$ cat src/rtl/dmem_pkg.sv
// dmem_pkg: shared types and constants for the data-memory responder.
// State encoding, default geometry, wait-counter width and the
// address legality helper used when DMEM_ADDR_CHECK_EN is defined.
package dmem_pkg;

   localparam int DMEM_ADDR_W = 5;
   localparam int DMEM_DATA_W = 32;
   localparam int CTR_W       = 4;

   typedef enum logic [1:0] {
      IDLE = 2'd0,
      WAIT = 2'd1,
      RESP = 2'd2
   } state_t;

   // True when a byte address is not word aligned or lies beyond the array.
   function automatic logic addr_out_of_range(input logic [31:0] addr,
                                              input int          addr_w);
      return (addr[1:0] != 2'b00) || ((addr >> (addr_w + 2)) != 32'd0);
   endfunction

endpackage

$ cat src/rtl/dmem_wait_ctr.sv
// dmem_wait_ctr: loadable down-counter with a zero flag, used to time the
// wait states between request accept and response.
module dmem_wait_ctr
   import dmem_pkg::*;
(
   input  logic             clk,
   input  logic             rst,
   input  logic             load,
   input  logic [CTR_W-1:0] load_val,
   input  logic             dec,
   output logic             zero
);

   logic [CTR_W-1:0] count;

   // Load has priority over decrement; the counter saturates at zero.
   always_ff @(posedge clk) begin
      if (rst) begin
         count <= '0;
      end else if (load) begin
         count <= load_val;
      end else if (dec && (count != '0)) begin
         count <= count - CTR_W'(1);
      end
   end

   assign zero = (count == '0);

endmodule

$ cat src/rtl/dmem_responder.sv
// dmem_responder: synthesizable data-memory responder with programmable
// wait states, req/ready handshake and a backdoor debug port.
// Optional build macro DMEM_ADDR_CHECK_EN adds mem_err and blocks accesses
// to misaligned or out-of-range byte addresses.
module dmem_responder
   import dmem_pkg::*;
#(
   parameter int ADDR_W      = DMEM_ADDR_W,
   parameter int DATA_W      = DMEM_DATA_W,
   parameter int WAIT_CYCLES = 1
) (
   input  logic              clk,
   input  logic              rst,
   input  logic              mem_req,
   input  logic              mem_wen,
   input  logic [31:0]       mem_addr,
   input  logic [DATA_W-1:0] mem_wdata,
   output logic              mem_ready,
   output logic [DATA_W-1:0] mem_rdata,
   output logic              busy,
`ifdef DMEM_ADDR_CHECK_EN
   output logic              mem_err,
`endif
   input  logic              dbg_we,
   input  logic [ADDR_W-1:0] dbg_addr,
   input  logic [DATA_W-1:0] dbg_wdata,
   output logic [DATA_W-1:0] dbg_rdata
);

   localparam int DEPTH = 2 ** ADDR_W;
   localparam logic [CTR_W-1:0] WAIT_LOAD =
      CTR_W'((WAIT_CYCLES > 0) ? WAIT_CYCLES - 1 : 0);

   state_t            state;
   logic [DATA_W-1:0] mem [DEPTH];

   logic [ADDR_W-1:0] lat_idx;
   logic              lat_wen;
   logic [DATA_W-1:0] lat_wdata;

   logic [ADDR_W-1:0] acc_idx;
   logic              acc_wen;
   logic [DATA_W-1:0] acc_wdata;
   logic              acc_err;
   logic              accept;
   logic              commit;
   logic              ctr_zero;

   // With zero wait states the access commits on the accept edge itself, so
   // the access operands come straight from the port while in IDLE.
   assign accept    = (state == IDLE) && mem_req;
   assign acc_idx   = (state == IDLE) ? mem_addr[ADDR_W+1:2] : lat_idx;
   assign acc_wen   = (state == IDLE) ? mem_wen : lat_wen;
   assign acc_wdata = (state == IDLE) ? mem_wdata : lat_wdata;
   assign commit    = (accept && (WAIT_CYCLES == 0)) ||
                      ((state == WAIT) && ctr_zero);

`ifdef DMEM_ADDR_CHECK_EN
   logic lat_err;
   assign acc_err = (state == IDLE) ? addr_out_of_range(mem_addr, ADDR_W) : lat_err;
`else
   // Without the check, upper and byte-offset address bits simply alias.
   assign acc_err = 1'b0;
   logic unused_addr_bits;
   assign unused_addr_bits = ^{mem_addr[31:ADDR_W+2], mem_addr[1:0]};
`endif

   assign dbg_rdata = mem[dbg_addr];

   dmem_wait_ctr u_wait_ctr (
      .clk      (clk),
      .rst      (rst),
      .load     (accept && (WAIT_CYCLES > 0)),
      .load_val (WAIT_LOAD),
      .dec      (state == WAIT),
      .zero     (ctr_zero)
   );

   // Handshake FSM: latch the request, time the wait, pulse ready once.
   // NOTE: all state here uses <= so every branch sees pre-edge values.
   always_ff @(posedge clk) begin
      if (rst) begin
         state     <= IDLE;
         mem_ready <= 1'b0;
         mem_rdata <= '0;
         busy      <= 1'b0;
         lat_idx   <= '0;
         lat_wen   <= 1'b0;
         lat_wdata <= '0;
`ifdef DMEM_ADDR_CHECK_EN
         lat_err   <= 1'b0;
         mem_err   <= 1'b0;
`endif
      end else begin
         mem_ready <= commit;
`ifdef DMEM_ADDR_CHECK_EN
         mem_err   <= commit && acc_err;
`endif
         case (state)
            IDLE: begin
               if (mem_req) begin
                  lat_idx   <= mem_addr[ADDR_W+1:2];
                  lat_wen   <= mem_wen;
                  lat_wdata <= mem_wdata;
`ifdef DMEM_ADDR_CHECK_EN
                  lat_err   <= acc_err;
`endif
                  busy      <= 1'b1;
                  state     <= (WAIT_CYCLES == 0) ? RESP : WAIT;
               end
            end
            WAIT: begin
               if (ctr_zero) state <= RESP;
            end
            RESP: begin
               busy  <= 1'b0;
               state <= IDLE;
            end
            default: state <= IDLE;
         endcase
         if (commit && !acc_wen) begin
            mem_rdata <= acc_err ? '0 : mem[acc_idx];
         end
      end
   end

   // Storage: core write commit, then debug write, so debug wins a collision.
   // NOTE: contents must clear on reset, so this is a flop array, not a RAM macro.
   always_ff @(posedge clk) begin
      if (rst) begin
         for (int i = 0; i < DEPTH; i++) mem[i] <= '0;
      end else begin
         if (commit && acc_wen && !acc_err) mem[acc_idx] <= acc_wdata;
         if (dbg_we) mem[dbg_addr] <= dbg_wdata;
      end
   end

endmodule
$ cat config.mk
export PLATFORM = sky130hd
export DESIGN_NAME = dmem_responder
export DESIGN_NICKNAME = d
export VERILOG_FILES = /design/src/rtl/dmem_pkg.sv /design/src/rtl/dmem_wait_ctr.sv /design/src/rtl/dmem_responder.sv
export SDC_FILE = /design/constraint.sdc
export NUM_CORES = 2
export LEC_CHECK = 0
export BUFFER_PORTS_ARGS = -buffer_cell sky130_fd_sc_hd__buf_2
export CAP_MARGIN = 25
export CORE_MARGIN = 2
export CORE_UTILIZATION = 30
export DETAILED_ROUTE_END_ITERATION = 8
export SLEW_MARGIN = 20
export SYNTH_ARGS = -nofsm -noshare
export SYNTH_HDL_FRONTEND = slang
export SYNTH_SLANG_ARGS = --single-unit
export TNS_END_PERCENT = 50
$ cat constraint.sdc
create_clock -name clk -period 5.7 [get_ports clk]
set_input_delay 0.285 -clock clk [delete_from_list [all_inputs] [get_ports clk]]
set_output_delay 0.285 -clock clk [all_outputs]
set_load 0.02 [all_outputs]
After elaboration in Yosys (flattened, before gate mapping)
Memories as Yosys holds them, arrays and structs flattened. A register that Yosys moved wholly into a read port is not among the register bits.
Index checks and enable logic that the tools add are counted.
{"block": "totals", "elab_cells": 51, "out_inout_bits": 66, "ff_bits": 46, "memories": 1, "mem_bits_rw": 1024}
{"block": "op_classes", "add_sub_neg": 1, "n_mux": 22, "n_eq_ne": 4, "reduce_logical": 16}
{"name": "mem", "words": 32, "width": 32, "rd": 2, "rd_ports_with_merged_regs": 1, "wr": 32, "line": "dmem_responder.sv:35", "text": "logic [DATA_W-1:0] mem [DEPTH];"}
{"cell": "2-to-1 mux 32 bit", "count": 3}
{"cell": "OR reduction 32 bit", "count": 2}
{"cell": "2-to-1 mux 5 bit", "count": 3}
{"cell": "2-to-1 mux 1 bit", "count": 12}
{"cell": "AND reduction 2 bit", "count": 3}
{"cell": "logical AND 1 bit", "count": 5}
{"cell": "logical NOT 4 bit", "count": 1}
{"cell": "2-to-1 mux 2 bit", "count": 2}
{"cell": "inequality test 2 bit, second input constant", "count": 2}
{"cell": "one-hot mux 2 bit (2 select lines)", "count": 1}
{"cell": "nonzero test 4 bit", "count": 1}
{"cell": "subtractor 4 x 1 -> 4 bit, second input constant", "count": 1}
{"cell": "== test 2 x 1 -> 1 bit, second input constant", "count": 1}
{"cell": "== test 2 bit, second input constant", "count": 1}
{"cell": "logical NOT 2 bit", "count": 1}
{"cell": "one-hot mux 1 bit (2 select lines)", "count": 1}
{"cell": "nonzero test 2 bit", "count": 1}
{"cell": "OR reduction 2 bit", "count": 1}
{"cell": "logical NOT 1 bit", "count": 1}

Depth between registers and ports, before layout
{"block": "logic_depth", "ltp_word": 8, "ltp_mapped": 12, "depth_no_buf": 9}

Cells and area by module
From an unflattened synthesis, not the netlist that was laid out.
{"block": "hier_totals", "cells_unflattened": 5504, "area_unflattened_um2": 59296.9}
{"mod": "dmem_responder", "instances": 1, "area_each_um2": 59034.1, "cells_per_inst": 5475}
{"mod": "dmem_wait_ctr", "instances": 1, "area_each_um2": 262.8, "cells_per_inst": 29}

Worst setup path before layout
OpenSTA, ideal clock, no wires.
{"block": "synth_path", "kind": "register to register", "from": "register state[0]", "to": "memory mem[4][0] (netlist name) (enable)", "path_slack_ps": 2910, "path_stages_with_launch": 8, "setup_ps": 388, "path_buffers": 3, "period_less_slack_ps": 2790, "arrival_ps": 2402, "path_cell_list": "dfxtp_1 -> nor2_8 -> buf_4 -> buf_2 -> o21a_1 -> nor2_2 -> clkbuf_1 -> a211o_1"}
{"element": "start, declared", "line": "dmem_responder.sv:34", "text": "state_t state;"}
{"element": "start signal, assigned", "line": "dmem_responder.sv:109", "text": "state <= (WAIT_CYCLES == 0) ? RESP : WAIT;"}
{"element": "end, declared", "line": "dmem_responder.sv:35"}

==> summary.md <==
| Metric | Value |
|---|---|
| Startpoint types | register |
| Critical path arrival | 4910 ps |
| Die ar. | 201,000 sq um |
| Hold WC Path Type | input pin to register |
| First-pass GRT wire length | between 300,000 and 400,000 microns |
| Initial antenna violation count | 28 |
| Post-DRT Antenna Nets | 0 |
| DP Wirelength | 164,000 microns |
| I/O pin total | 172 |
| Cell row count | about 160 |
| Netlist cell types | between 50 and 60 |
| DRC errors left | 0 |
| Hold path startpoint | rst |
| Pwr/cell area | 295 nW/um^2 |
| DRT Wirelength | around 280,000 microns |
| Final std cells w/o fill | 7,970 |
| Util after Layout | 0.342 |
| Share of layout cells above drive strength 1 | 0.171 |
| Most common cell after layout, fill and taps aside | nand2_1 |
| Total Power | 19.8 mW |
| Reg clk slew, reported paths | about 60 ps |
| Mapped Area | ~59,000 sq um |
| GP Congestion | around 0.95 |
| Placed instance count | ~7,700 |
| Max-Cap Viols | 0 |
| RSZ-0062 raised after global routing | no |
| Worst r2r src | state[1]$_SDFFE_PP0P_ |
| Worst hold stages | 2 |
| TritonCTS Sinks | 1,102 |
| Status | finished clean |
| Drt via density | 6.56 |
| Slack of the worst reg-to-reg path | 1380 ps |
| Lkg Pwr | between 20 and 25 nW |
| Most frequent cells in the layout | nand2_1 (1,179), edfxtp_1 (1,024), o21ai_0 (1,015), mux4_2 (256), a22oi_1 (256) |
| Slew @ Worst Pin | ~1200 ps |
| WHS | between 20 and 30 ps |
| Synth warn | 0 |
| Routed via count | 52,264 |
| Max-slew violation count | 0 |
| Drt pass-1 iters | 7 |
| Post-route minimum period | ~4300 ps |
| VDD IR max | around 0.00025 V |
| R2r endpoint | mem[28][22]$_DFFE_PP_ |
| Sequential fraction of the synthesis area | 0.546 |
| CP required | about 6300 ps |
| Ys async rst share | 0 |
| Overflow after GRT | 0 |
| EDFF count, synth | slightly above 1,000 |
| Iteration-0 DRC Markers | between 9,000 and 10,000 |
| Net count reported at finish | 5,349 |
| Synthesized Nets | 5,487 |
| Clk_skew | roughly 35 ps |
| Die Y | approximately 450 microns |
| Tcrit/Tclk final | 0.759 |
| Max clock buf depth | 3 |
| Routed WL per cell | approximately 35 microns |
| Final setup vio count | 0 |
| Endpoint class of the critical path | register |
| P&R area growth vs syn | 13.1% |
| Critical Path Fanout Max | 35 |
| Crit Path Class | register to register |
| Mean Syn Cell Area | between 10 and 15 sq um |
| Number of synthesized register bits | ~1,100 |
| Initial Util | 0.303 |
| Largest net degree at the start of global routing | 120 |
| Max-slew headroom | 0.210 |
| Buffers on Ports | around 140 |
| Worst reg2reg path depth | 6 |
| Hold endpoint | state[1]$_SDFFE_PP0P_ |
| Vias in the first global route | between 40,000 and 50,000 |
| Hold Fails Final Rpt | 0 |
| GRT Total Usage | 0.270 |
| Most frequently used flop master after synthesis | edfxtp_1 |
| F_max | approximately 230 MHz |
| Post-synthesis cell count | 5,379 |
| Core ar. | roughly 200,000 sq um |
| Die W | roughly 450 microns |
| Final setup TNS | 0 ps |
| H-tree depth | 3 |
| Worst-Skew Late Latency | just under 800 ps |
| TritonCTS clock tree | yes |
| Root buffer cell | clkbuf_16 |
| CTS buffer count | 114 |
==> stage by stage <==
step           setup slack [ps]  instance area [sq um]
2_1_floorplan              2910                  59100
3_3_place_gp               1690                  62600
3_5_place_dp               1670                  62800
4_1_cts                    1630                  66800
5_1_grt                    1470                  66900
6_report                   1380                  66900
==> kinds of logic (layout without fill, tap and decap cells) <==
| group | after synthesis | after routing | share of synthesized area |
|---|---|---|---|
| AOI/OAI and AO/OA | 1911 | 1911 | 0.204 |
| xor gates and xnor gates | 2 | 2 | 0.000296 |
| adders and majority gates | 2 | 2 | 0.000423 |
| buffers and inverters | 663 | 620 | 0.0490 |
| DFF | 1102 | 1102 | 0.546 |
| muxes | 289 | 289 | 0.103 |
| other | 0 | 10 | 0 |
| and+or+nand+nor | 1410 | 1410 | 0.0970 |
==> how the worst max path moves through the flow <==
stage / cells past startpoint / start / slack [ps] / endpoint
floorplan: 7 / state[0]$_SDFFE_PP0P_ / 2910 / mem[4][0]$_DFFE_PP_
global placement: 6 / state[1]$_SDFFE_PP0P_ / 1690 / mem[27][17]$_DFFE_PP_
detailed placement: 6 / state[1]$_SDFFE_PP0P_ / 1670 / mem[28][22]$_DFFE_PP_
CTS: 6 / state[1]$_SDFFE_PP0P_ / 1630 / mem[28][22]$_DFFE_PP_
global route: 6 / state[1]$_SDFFE_PP0P_ / 1470 / mem[28][15]$_DFFE_PP_
finish: 6 / state[1]$_SDFFE_PP0P_ / 1380 / mem[28][22]$_DFFE_PP_
==> cell type report <==
cell class	instances	area (sq um)
antenna	10	25.0
sequential	1102	32300
clock inverter	76	716
inverter	5	18.8
clock buffer	135	2930
fill	19287	128000
tap	2624	3280
multi-input combinational	3614	24500
timing repair buffer	404	3140
==> registers in the layout (all words and copies together) (netlist names) <==
signal and flops:
lat_wdata 32, mem_rdata 32, busy 1, state 2, u_wait_ctr.count 4, mem_ready 1, lat_wen 1, lat_idx 5
mem 1024
==> worst max-delay path: stages, from the launching register on <==
cell and delay, ps:
dfxtp_1 430, nor2_8 690, mux2i_2 360, nor2_2 980
nand3b_2 940, buf_4 510, o21ai_0 240
==> report_power, final <==
part	leakage [nW]	internal (mW)	switching (mW)
clock	1.76	4.20	3.42
combinational	8.40	0.796	2.00
sequential	11.2	9.14	0.197
==> what timing repair did <==
| item | in CTS | in global routing |
|---|---|---|
| hold buffers | 39 | 0 |
| buffers inserted | 0 | 0 |
| hold endpoints to repair | 39 | 0 |
| gates resized for setup | 0 | 0 |
==> metal layers <==
metal	share of wire	vias up	routed length [microns]	track usage
met4	0.095	36	26500	0.209
met1	0.32	25273	90300	0.323
met5	0.00078	-	217	0
li1	-	20363	-	-
met3	0.16	1292	44400	0.0959
met2	0.42	5300	117000	0.394
==> synth_stat cells, drive strengths merged (5+ instances only) <==
cell,instances,area share
clkbuf,499,0.032
a22o,192,0.028
nand3b,34,0.0047
edfxtp,1024,0.52
a21oi,73,0.0062
inv,5,0.00032
nor4,33,0.0035
mux4,256,0.097
a22oi,256,0.032
mux2i,33,0.0056
nor3,7,0.00059
buf,159,0.017
o22ai,96,0.010
nand3,5,0.00042
a311oi,32,0.0047
dfxtp,78,0.026
o21ai,1030,0.087
nor2,83,0.0057
a221oi,192,0.028
a211o,32,0.0047
and3,5,0.00053
nand2,1186,0.075
nand4,32,0.0034
nand2b,7,0.00074
Note: power is estimated with default switching activity, not from simulation.
